File: src/rtl/frame_pkg.sv
// Shared definitions for the camera frame-capture controller: frame size,
// address width, FSM state encoding and a saturating counter helper.
package frame_pkg;

  // Address width covering one 320x240 frame buffer.
  localparam int unsigned ADDR_W = 17;

  // Pixel writes in one complete 320x240 frame (default for the controller).
  localparam int unsigned FRAME_PIXELS_DFLT = 76800;

  // State encoding, 2 bits.
  localparam logic [1:0] ST_IDLE    = 2'd0;
  localparam logic [1:0] ST_ARM     = 2'd1;
  localparam logic [1:0] ST_CAPTURE = 2'd2;
  localparam logic [1:0] ST_HOLD    = 2'd3;

  typedef enum logic [1:0] {
    S_IDLE    = ST_IDLE,
    S_ARM     = ST_ARM,
    S_CAPTURE = ST_CAPTURE,
    S_HOLD    = ST_HOLD
  } state_t;

  // Increment a counter, holding it at the limit once reached.
  function automatic logic [ADDR_W-1:0] sat_inc(input logic [ADDR_W-1:0] cnt,
                                                input logic [ADDR_W-1:0] lim);
    if (cnt >= lim) begin
      return lim;
    end else begin
      return cnt + ADDR_W'(1);
    end
  endfunction

endpackage

File: src/rtl/frame_capture_ctrl.sv
// Frame-capture controller: arms on a request, starts capturing only at a
// vsync fall, freezes a complete frame in HOLD until the consumer releases it,
// and aborts on short frames (retry), timeout, or an external abort.
module frame_capture_ctrl
  import frame_pkg::*;
#(
  parameter int unsigned FRAME_PIXELS = FRAME_PIXELS_DFLT,
  parameter logic [23:0] TIMEOUT_CYC  = 24'd2000000,
  parameter bit          CONTINUOUS   = 1'b0
) (
  input  logic              i_pclk,
  input  logic              i_rst,
  input  logic              i_vsync,
  input  logic              i_cap_we,
  input  logic [ADDR_W-1:0] i_cap_addr,
  input  logic              i_start,
  input  logic              i_release,
  input  logic              i_abort,
  output logic              o_bram_we,
  output logic [ADDR_W-1:0] o_bram_addr,
  output logic              o_frame_ready,
  output logic              o_busy,
  output logic [7:0]        o_frame_cnt,
  output logic              o_short_err,
  output logic              o_timeout_err
);

  localparam logic [ADDR_W-1:0] LP_FRAME_PIX = ADDR_W'(FRAME_PIXELS);

  state_t            r_state;
  state_t            w_next;
  logic              r_vsync_q;
  logic [ADDR_W-1:0] r_pix_cnt;
  logic [23:0]       r_timer;
  logic              r_start_pend;
  logic              r_frame_ready;
  logic              r_busy;
  logic [7:0]        r_frame_cnt;
  logic              r_short_err;
  logic              r_timeout_err;

  logic w_vs_rise;
  logic w_vs_fall;
  logic w_run;
  logic w_accept;
  logic w_timeout;
  logic w_short;
  logic w_tout_evt;
  logic w_done;

  assign w_vs_rise = i_vsync & ~r_vsync_q;
  assign w_vs_fall = ~i_vsync & r_vsync_q;
  assign w_run     = (r_state == S_ARM) || (r_state == S_CAPTURE);
  assign w_timeout = w_run && (r_timer >= (TIMEOUT_CYC - 24'd1));

  // Write gate is combinational so the buffer sees the strobe with zero
  // latency; reset and abort kill it in the very cycle they are asserted.
  assign w_accept    = i_cap_we & (i_cap_addr < LP_FRAME_PIX) & (r_state == S_CAPTURE)
                     & ~i_abort & ~i_rst;
  assign o_bram_we   = w_accept;
  assign o_bram_addr = i_cap_addr;

  assign o_frame_ready = r_frame_ready;
  assign o_busy        = r_busy;
  assign o_frame_cnt   = r_frame_cnt;
  assign o_short_err   = r_short_err;
  assign o_timeout_err = r_timeout_err;

  // Next-state decision: abort first, then timeout, then per-state transitions.
  always_comb begin
    w_next     = r_state;
    w_short    = 1'b0;
    w_tout_evt = 1'b0;
    w_done     = 1'b0;
    if (i_abort) begin
      w_next = S_IDLE;
    end else if (w_timeout) begin
      w_next     = S_IDLE;
      w_tout_evt = 1'b1;
    end else begin
      case (r_state)
        S_IDLE: begin
          if (i_start) w_next = S_ARM;
          else         w_next = S_IDLE;
        end
        S_ARM: begin
          if (w_vs_fall) w_next = S_CAPTURE;
          else           w_next = S_ARM;
        end
        S_CAPTURE: begin
          if (w_vs_rise) begin
            if (r_pix_cnt == LP_FRAME_PIX) begin
              w_next = S_HOLD;
              w_done = 1'b1;
            end else begin
              w_next  = S_ARM;
              w_short = 1'b1;
            end
          end else begin
            w_next = S_CAPTURE;
          end
        end
        S_HOLD: begin
          if (i_release) begin
            if (CONTINUOUS || r_start_pend || i_start) w_next = S_ARM;
            else                                       w_next = S_IDLE;
          end else begin
            w_next = S_HOLD;
          end
        end
        default: w_next = S_IDLE;
      endcase
    end
  end

  // State, counters and registered status outputs.
  always_ff @(posedge i_pclk) begin
    if (i_rst) begin
      r_state       <= S_IDLE;
      r_vsync_q     <= 1'b1;
      r_pix_cnt     <= '0;
      r_timer       <= 24'd0;
      r_start_pend  <= 1'b0;
      r_frame_ready <= 1'b0;
      r_busy        <= 1'b0;
      r_frame_cnt   <= 8'd0;
      r_short_err   <= 1'b0;
      r_timeout_err <= 1'b0;
    end else begin
      r_vsync_q     <= i_vsync;
      r_state       <= w_next;
      r_busy        <= (w_next == S_ARM) || (w_next == S_CAPTURE);
      r_frame_ready <= (w_next == S_HOLD);
      r_short_err   <= w_short;
      r_timeout_err <= w_tout_evt;

      if (w_done) r_frame_cnt <= r_frame_cnt + 8'd1;
      else        r_frame_cnt <= r_frame_cnt;

      // Count restarts at the vsync fall that opens a capture.
      if ((r_state == S_ARM) && (w_next == S_CAPTURE)) r_pix_cnt <= '0;
      else if (w_accept) r_pix_cnt <= sat_inc(r_pix_cnt, LP_FRAME_PIX);
      else               r_pix_cnt <= r_pix_cnt;

      // Timer spans a whole request, so short-frame retries keep counting.
      if ((w_next == S_ARM) && ((r_state == S_IDLE) || (r_state == S_HOLD))) r_timer <= 24'd0;
      else if (w_run) r_timer <= r_timer + 24'd1;
      else            r_timer <= r_timer;

      // A start seen while a frame is frozen is remembered until HOLD ends.
      if ((r_state == S_HOLD) && (w_next == S_HOLD)) begin
        if (i_start) r_start_pend <= 1'b1;
        else         r_start_pend <= r_start_pend;
      end else begin
        r_start_pend <= 1'b0;
      end
    end
  end

endmodule

File: config.mk
export PLATFORM = sky130hd
export DESIGN_NAME = frame_capture_ctrl
export DESIGN_NICKNAME = d
export VERILOG_FILES = /design/src/rtl/frame_pkg.sv /design/src/rtl/frame_capture_ctrl.sv
export SDC_FILE = /design/constraint.sdc
export NUM_CORES = 1
export LEC_CHECK = 0
export CAP_MARGIN = 40
export CORE_MARGIN = 2
export CORE_UTILIZATION = 40
export DETAILED_ROUTE_END_ITERATION = 10
export PLACE_DENSITY = 0.64
export RECOVER_POWER = 100
export SYNTH_ARGS = -nofsm -noshare
export SYNTH_HDL_FRONTEND = slang
export SYNTH_SLANG_ARGS = --single-unit
File: constraint.sdc
create_clock -name i_pclk -period 3.02 [get_ports i_pclk]
set_input_delay 0.604 -clock i_pclk [delete_from_list [all_inputs] [get_ports i_pclk]]
set_output_delay 0.604 -clock i_pclk [all_outputs]
set_load 0.01 [all_outputs]
* Word level (Yosys, flattened, before mapping) *
Cells that the tools add are included.

word-level totals
  register bits = 57
  output and inout port bits = 30
  logic and storage cells = 67

cells by class
  add/subtract/negate cells = 3
  magnitude comparators = 3
  equality and inequality tests = 7
  multiplexer cells = 17
  bitwise operators = 13
  reduce and logical (&&, ||, !) cells = 14

operators by type and width
  cell                                                                      number
  24-bit by 1-bit adder with 24-bit output (second input constant)          1
  24-bit by 21-bit >= comparator with 1-bit output (second input constant)  1
  17-bit by 1-bit adder with 17-bit output (second input constant)          1
  17-bit equality test (second input constant)                              1
  17-bit >= comparator (second input constant)                              1
  17-bit < comparator (second input constant)                               1
  17-bit 2-to-1 mux                                                         1
  2-bit 2-to-1 mux                                                          6
  1-bit 2-to-1 mux                                                          9
  8-bit by 1-bit adder with 8-bit output (second input constant)            1
  2-bit equality test (second input constant)                               4
  2-bit one-hot mux with 4 select lines                                     1
  2-bit OR reduction                                                        4
  1-bit inverter                                                            7
  1-bit bitwise AND                                                         6
  5-bit OR reduction                                                        1
  2-bit by 1-bit equality test with 1-bit output (second input constant)    2
  1-bit logical AND                                                         4
  1-bit logical OR                                                          4
  2-bit logical NOT                                                         1

* Depth between registers and ports, before layout *
  depth in word-level cells = 10
  depth in mapped cells = 8

* Worst setup path before layout *
Ideal clock, no wire load.

  path type = reg-to-reg
  start = reg r_state[0]
  end = reg r_frame_cnt[2] (netlist: o_frame_cnt[2])
  setup time = 121 ps
  data arrival time = 2134 ps
  setup slack = 765 ps
  cell stages (with the launch flop) = 9
  path buffers = 2
  period minus slack after synthesis = 2255 ps
  path through = dfxtp_1 -> inv_1 -> ha_1 -> buf_1 -> a31oi_1 -> o21ai_0 -> clkbuf_1 -> nor4_1 -> mux2_2

on the way
  longest elaborated chain between the ends = 5

ends and longest elaborated chain
  item                                                                                   line                       RTL
  from (decl)                                                                            frame_capture_ctrl.sv:30   state_t r_state;
  from (signal assigned)                                                                 frame_capture_ctrl.sv:131  r_state <= w_next;
  2-bit by 1-bit equality test with 1-bit output or 2-bit equality test (tied branches)  frame_capture_ctrl.sv:53   assign w_run = (r_state == S_ARM) || (r_state == S_CAPTURE);
  1-bit logical OR *                                                                     frame_capture_ctrl.sv:53
  named net w_run                                                                        frame_capture_ctrl.sv:44   logic w_run;
  1-bit logical AND *                                                                    frame_capture_ctrl.sv:54   assign w_timeout = w_run && (r_timer >= (TIMEOUT_CYC - 24'd1));
  1-bit 2-to-1 mux *                                                                     frame_capture_ctrl.sv:77   end else if (w_timeout) begin
  1-bit 2-to-1 mux *                                                                     frame_capture_ctrl.sv:75   if (i_abort) begin
  to (signal assigned)                                                                   frame_capture_ctrl.sv:137  if (w_done) r_frame_cnt <= r_frame_cnt + 8'd1;
  to (signal assigned)                                                                   frame_capture_ctrl.sv:138  else r_frame_cnt <= r_frame_cnt;
  to (decl)                                                                              frame_capture_ctrl.sv:38   logic [7:0] r_frame_cnt;

The timed path passes the listed nets; every way through them passes the cells marked *.
A chain may end at the register's enable or synchronous reset.

* Final worst setup path *
  start = in i_cap_we
  end = out o_bram_we

on the way
  longest elaborated chain between the ends = 4

ends and longest elaborated chain
  item                             line                      RTL
  from (decl)                      frame_capture_ctrl.sv:14  input logic i_cap_we,
  1-bit bitwise AND (2 in series)  frame_capture_ctrl.sv:58  assign w_accept = i_cap_we & (i_cap_addr < LP_FRAME_PIX) & (r_state == S_CAPTURE)
  1-bit bitwise AND (2 in series)  frame_capture_ctrl.sv:59  & ~i_abort & ~i_rst;
  to (decl)                        frame_capture_ctrl.sv:19  output logic o_bram_we,

Every way passes these cells.

==> out/metrics.yaml <==
m1WireLength_um: 3450
seq_area_um2: 1140
synth_seq_cells: 57
antenna_found_initial: 0
outcome: "complete, no violations"
critical_path_arrival_ns: 2.22
area_delta_synth_final_pct: 16.6
ant_nets: 0
rsz0062_at_grt: "false"
cts.sinks: 57
drt_iter0_drc: 126
drive_above_1_share_pct: 10.2
fmax_mhz: 355
utilization_pct: 47.9
cp.required_ns: 2.42
fillCellCount: 764
die_h_um: 92.8
peakVddDrop_mv: 0.201
core_um2: 7690
clk_pin_slew_worst_paths_ns: 0.07
totalWireLength_um: 7040
num_antenna_cells: 0
h-tree-depth: 3
fin_worst_skew_ns: 0.0108
relSlewSlack_pct: 19.6
drv_cap: 0
end_kind: "primary output"
synth_area_um2: 3160
grt_pass1_vias: 2507
crit_buf_inv: 3
cpMaxStageDelayCell: "clkdlybuf4s50_1"
holdWs_ns: 0.518
fin_crit_ns: 2.82
hpwlAfterDp_um: 4950
clockBufferDepth: 2
synth-edff-count: 0
grt_max_degree: 28
slew_violations: 0
layout.nets: 428
power.total_mw: 1.48
cts_buffers: 9
clockRootBuffer: "clkbuf_8"
maxUsedRoutingLayer: "met4"
drcViolationCount: 0
hold_violations: 0
syn_avg_cell_area_um2: 8.51
yosysSeqAreaShare_pct: 36.2
power.density_nw_per_um2: 403
crit_top_cell: "clkdlybuf4s50_1"
setup_viol: 0
wl_per_cell_um: 14.0
setup_slack_ns: 0.200
dr.pass1.iters: 5
period_share_pct: 93.4
hold_buffers: 0
grt_usage_pct: 16.7
die-width_um: 92.8
rows: 32
synthArstFlopShare_pct: 0
grt_first_pass_wirelength_um: 11700
crit_type: "in -> out"
synth_ff_type: "dfxtp_1"
cp_cell_sequence: "clkdlybuf4s50_1 -> nor4bb_1 -> o211ai_1 -> inv_1 -> clkdlybuf4s50_1"
gp_congestion: 0.921
cp_max_fo: 2
grt-ovfl-total: 0
p_leak_nw: 1.27
port_buffers: 33
netlist_instances: 371
vias: 2741
setup-tns-final_ns: 0
start_util_pct: 41.0
cts_tree: "yes"
wl_met2_um: 3100
worstMarginPinSlew_ns: 1.21
cpLargestDelayFamily: "buffers and inverters"
startpoint_type: "input port"
yosysUniqueCellTypes: 51
dr_wl_met3_um: 398
clock_latency_ns: 0.34
viasPerCell: 5.45
cts_resized: 0
syn_nets: 403
hold_class: "reg -> reg"
die-area_um2: 8620
pre_cts_slack_ns: 0.164
yosysWarnings: 0
max_stage_delay_ns: 0.53
multi_input_area_um2: 1780
post-cts-setup-buffer-count: 0
io_pins: 54
-- worst paths after layout --
path	from	end	slack, ns	cells after the start
setup reg to reg	r_pix_cnt[0]	r_pix_cnt[13]	0.34	8
hold reg to reg	r_timer[5]	r_timer[5]	0.52	2
hold / removal	r_timer[5]	r_timer[5]	0.52	2
setup / recovery	i_cap_we	o_bram_we	0.20	5
-- state kept, by name, indices dropped and copies added, names as in the netlist --
register,flops
o_timeout_err,1
o_busy,1
o_short_err,1
r_start_pend,1
r_vsync_q,1
o_frame_ready,1
r_timer,24
o_frame_cnt,8
r_pix_cnt,17
r_state,2
-- kinds of logic (layout without fill, tap and decap cells) --
| family | Yosys count | after routing | synth area share (%) |
|---|---|---|---|
| and+or+nand+nor | 178 | 178 | 32.2 |
| DFF | 57 | 57 | 36.2 |
| AOI/OAI and AO/OA | 45 | 45 | 9.60 |
| buffers and inverters | 44 | 74 | 7.53 |
| xor gates and xnor gates | 31 | 31 | 8.60 |
| adders and majority gates | 8 | 8 | 3.17 |
| muxes | 8 | 8 | 2.78 |
-- tightest hold or removal path, stage by stage, from the launching register on --
cell and delay, ns:
dfxtp_1 0.34, xor2_1 0.07, nor2_1 0.07
-- metrics by stage --
step / instances / instance area, µm²
after global routing: 503 / 3680
after CTS: 503 / 3700
final: 503 / 3680
after global placement: 487 / 3520
after detailed placement: 487 / 3520
after floorplan: 371 / 3160
-- final cells by class --
cell class                 count  area share (%)
sequential                    57            31.0
tap                          102            3.47
multi-input combinational    270            48.3
clock buffer                  12            4.22
timing repair buffer          44            10.9
inverter                      14            1.43
clock inverter                 4           0.748
-- per-layer routing --
metal / vias up / track usage, %
li1: 1380 / -
met1: 1272 / 22.6
met2: 81 / 25.6
met3: 8 / 4.23
met4: 0 / 6.50
met5: - / 0
-- power breakdown --
group / total [mW] / leakage (nW) / switching [mW] / internal (mW)
sequential: 0.756 / 0.459 / 0.00191 / 0.754
combinational: 0.0747 / 0.727 / 0.0399 / 0.0347
clock: 0.650 / 0.0846 / 0.310 / 0.341
-- cells in the final DEF (no fill, tap or decap), types with 2 or more instances in the layout --
cell / instances
clkinvlp_4: 3
xnor2_1: 18
o21ai_0: 7
o31ai_1: 3
nand4_1: 14
nor3_1: 31
dfxtp_1: 57
buf_4: 7
clkbuf_8: 11
mux2i_1: 2
or4_1: 3
nor4b_2: 3
a21oi_1: 11
xor2_1: 13
inv_1: 14
nor2b_1: 7
a31oi_1: 3
clkdlybuf4s50_1: 13
a21o_1: 6
and3_1: 4
nand2_1: 19
dlygate4sd3_1: 20
nor2_1: 43
ha_1: 8
nor4b_1: 3
nand3_1: 16
and4_1: 10
nor4_1: 13
o31a_1: 2
clkbuf_1: 4
a31o_2: 2
a2111oi_0: 3
mux2_2: 6
-- synthesized netlist by cell type, types with 3 or more instances --
cell / count / share of area (%)
inv_1: 14 / 1.7
buf_4: 17 / 4.0
nor4b_2: 4 / 1.9
nor2_1: 43 / 5.1
nor2b_1: 7 / 1.4
a21oi_1: 11 / 1.7
a31oi_1: 3 / 0.59
mux2_2: 6 / 2.1
nand3_1: 16 / 2.5
and3_1: 4 / 0.79
nor4_1: 13 / 2.6
nor3_1: 31 / 4.9
xnor2_1: 18 / 5.0
and4_1: 10 / 2.8
o31ai_1: 4 / 0.95
ha_1: 8 / 3.2
or4_1: 3 / 0.71
a2111oi_0: 3 / 0.83
clkbuf_1: 10 / 1.2
nand4_1: 14 / 2.8
nand2_1: 19 / 2.3
a21o_1: 6 / 1.4
xor2_1: 13 / 3.6
o21ai_0: 7 / 1.1
dfxtp_1: 57 / 36
Power figures use the tool's default switching activity.
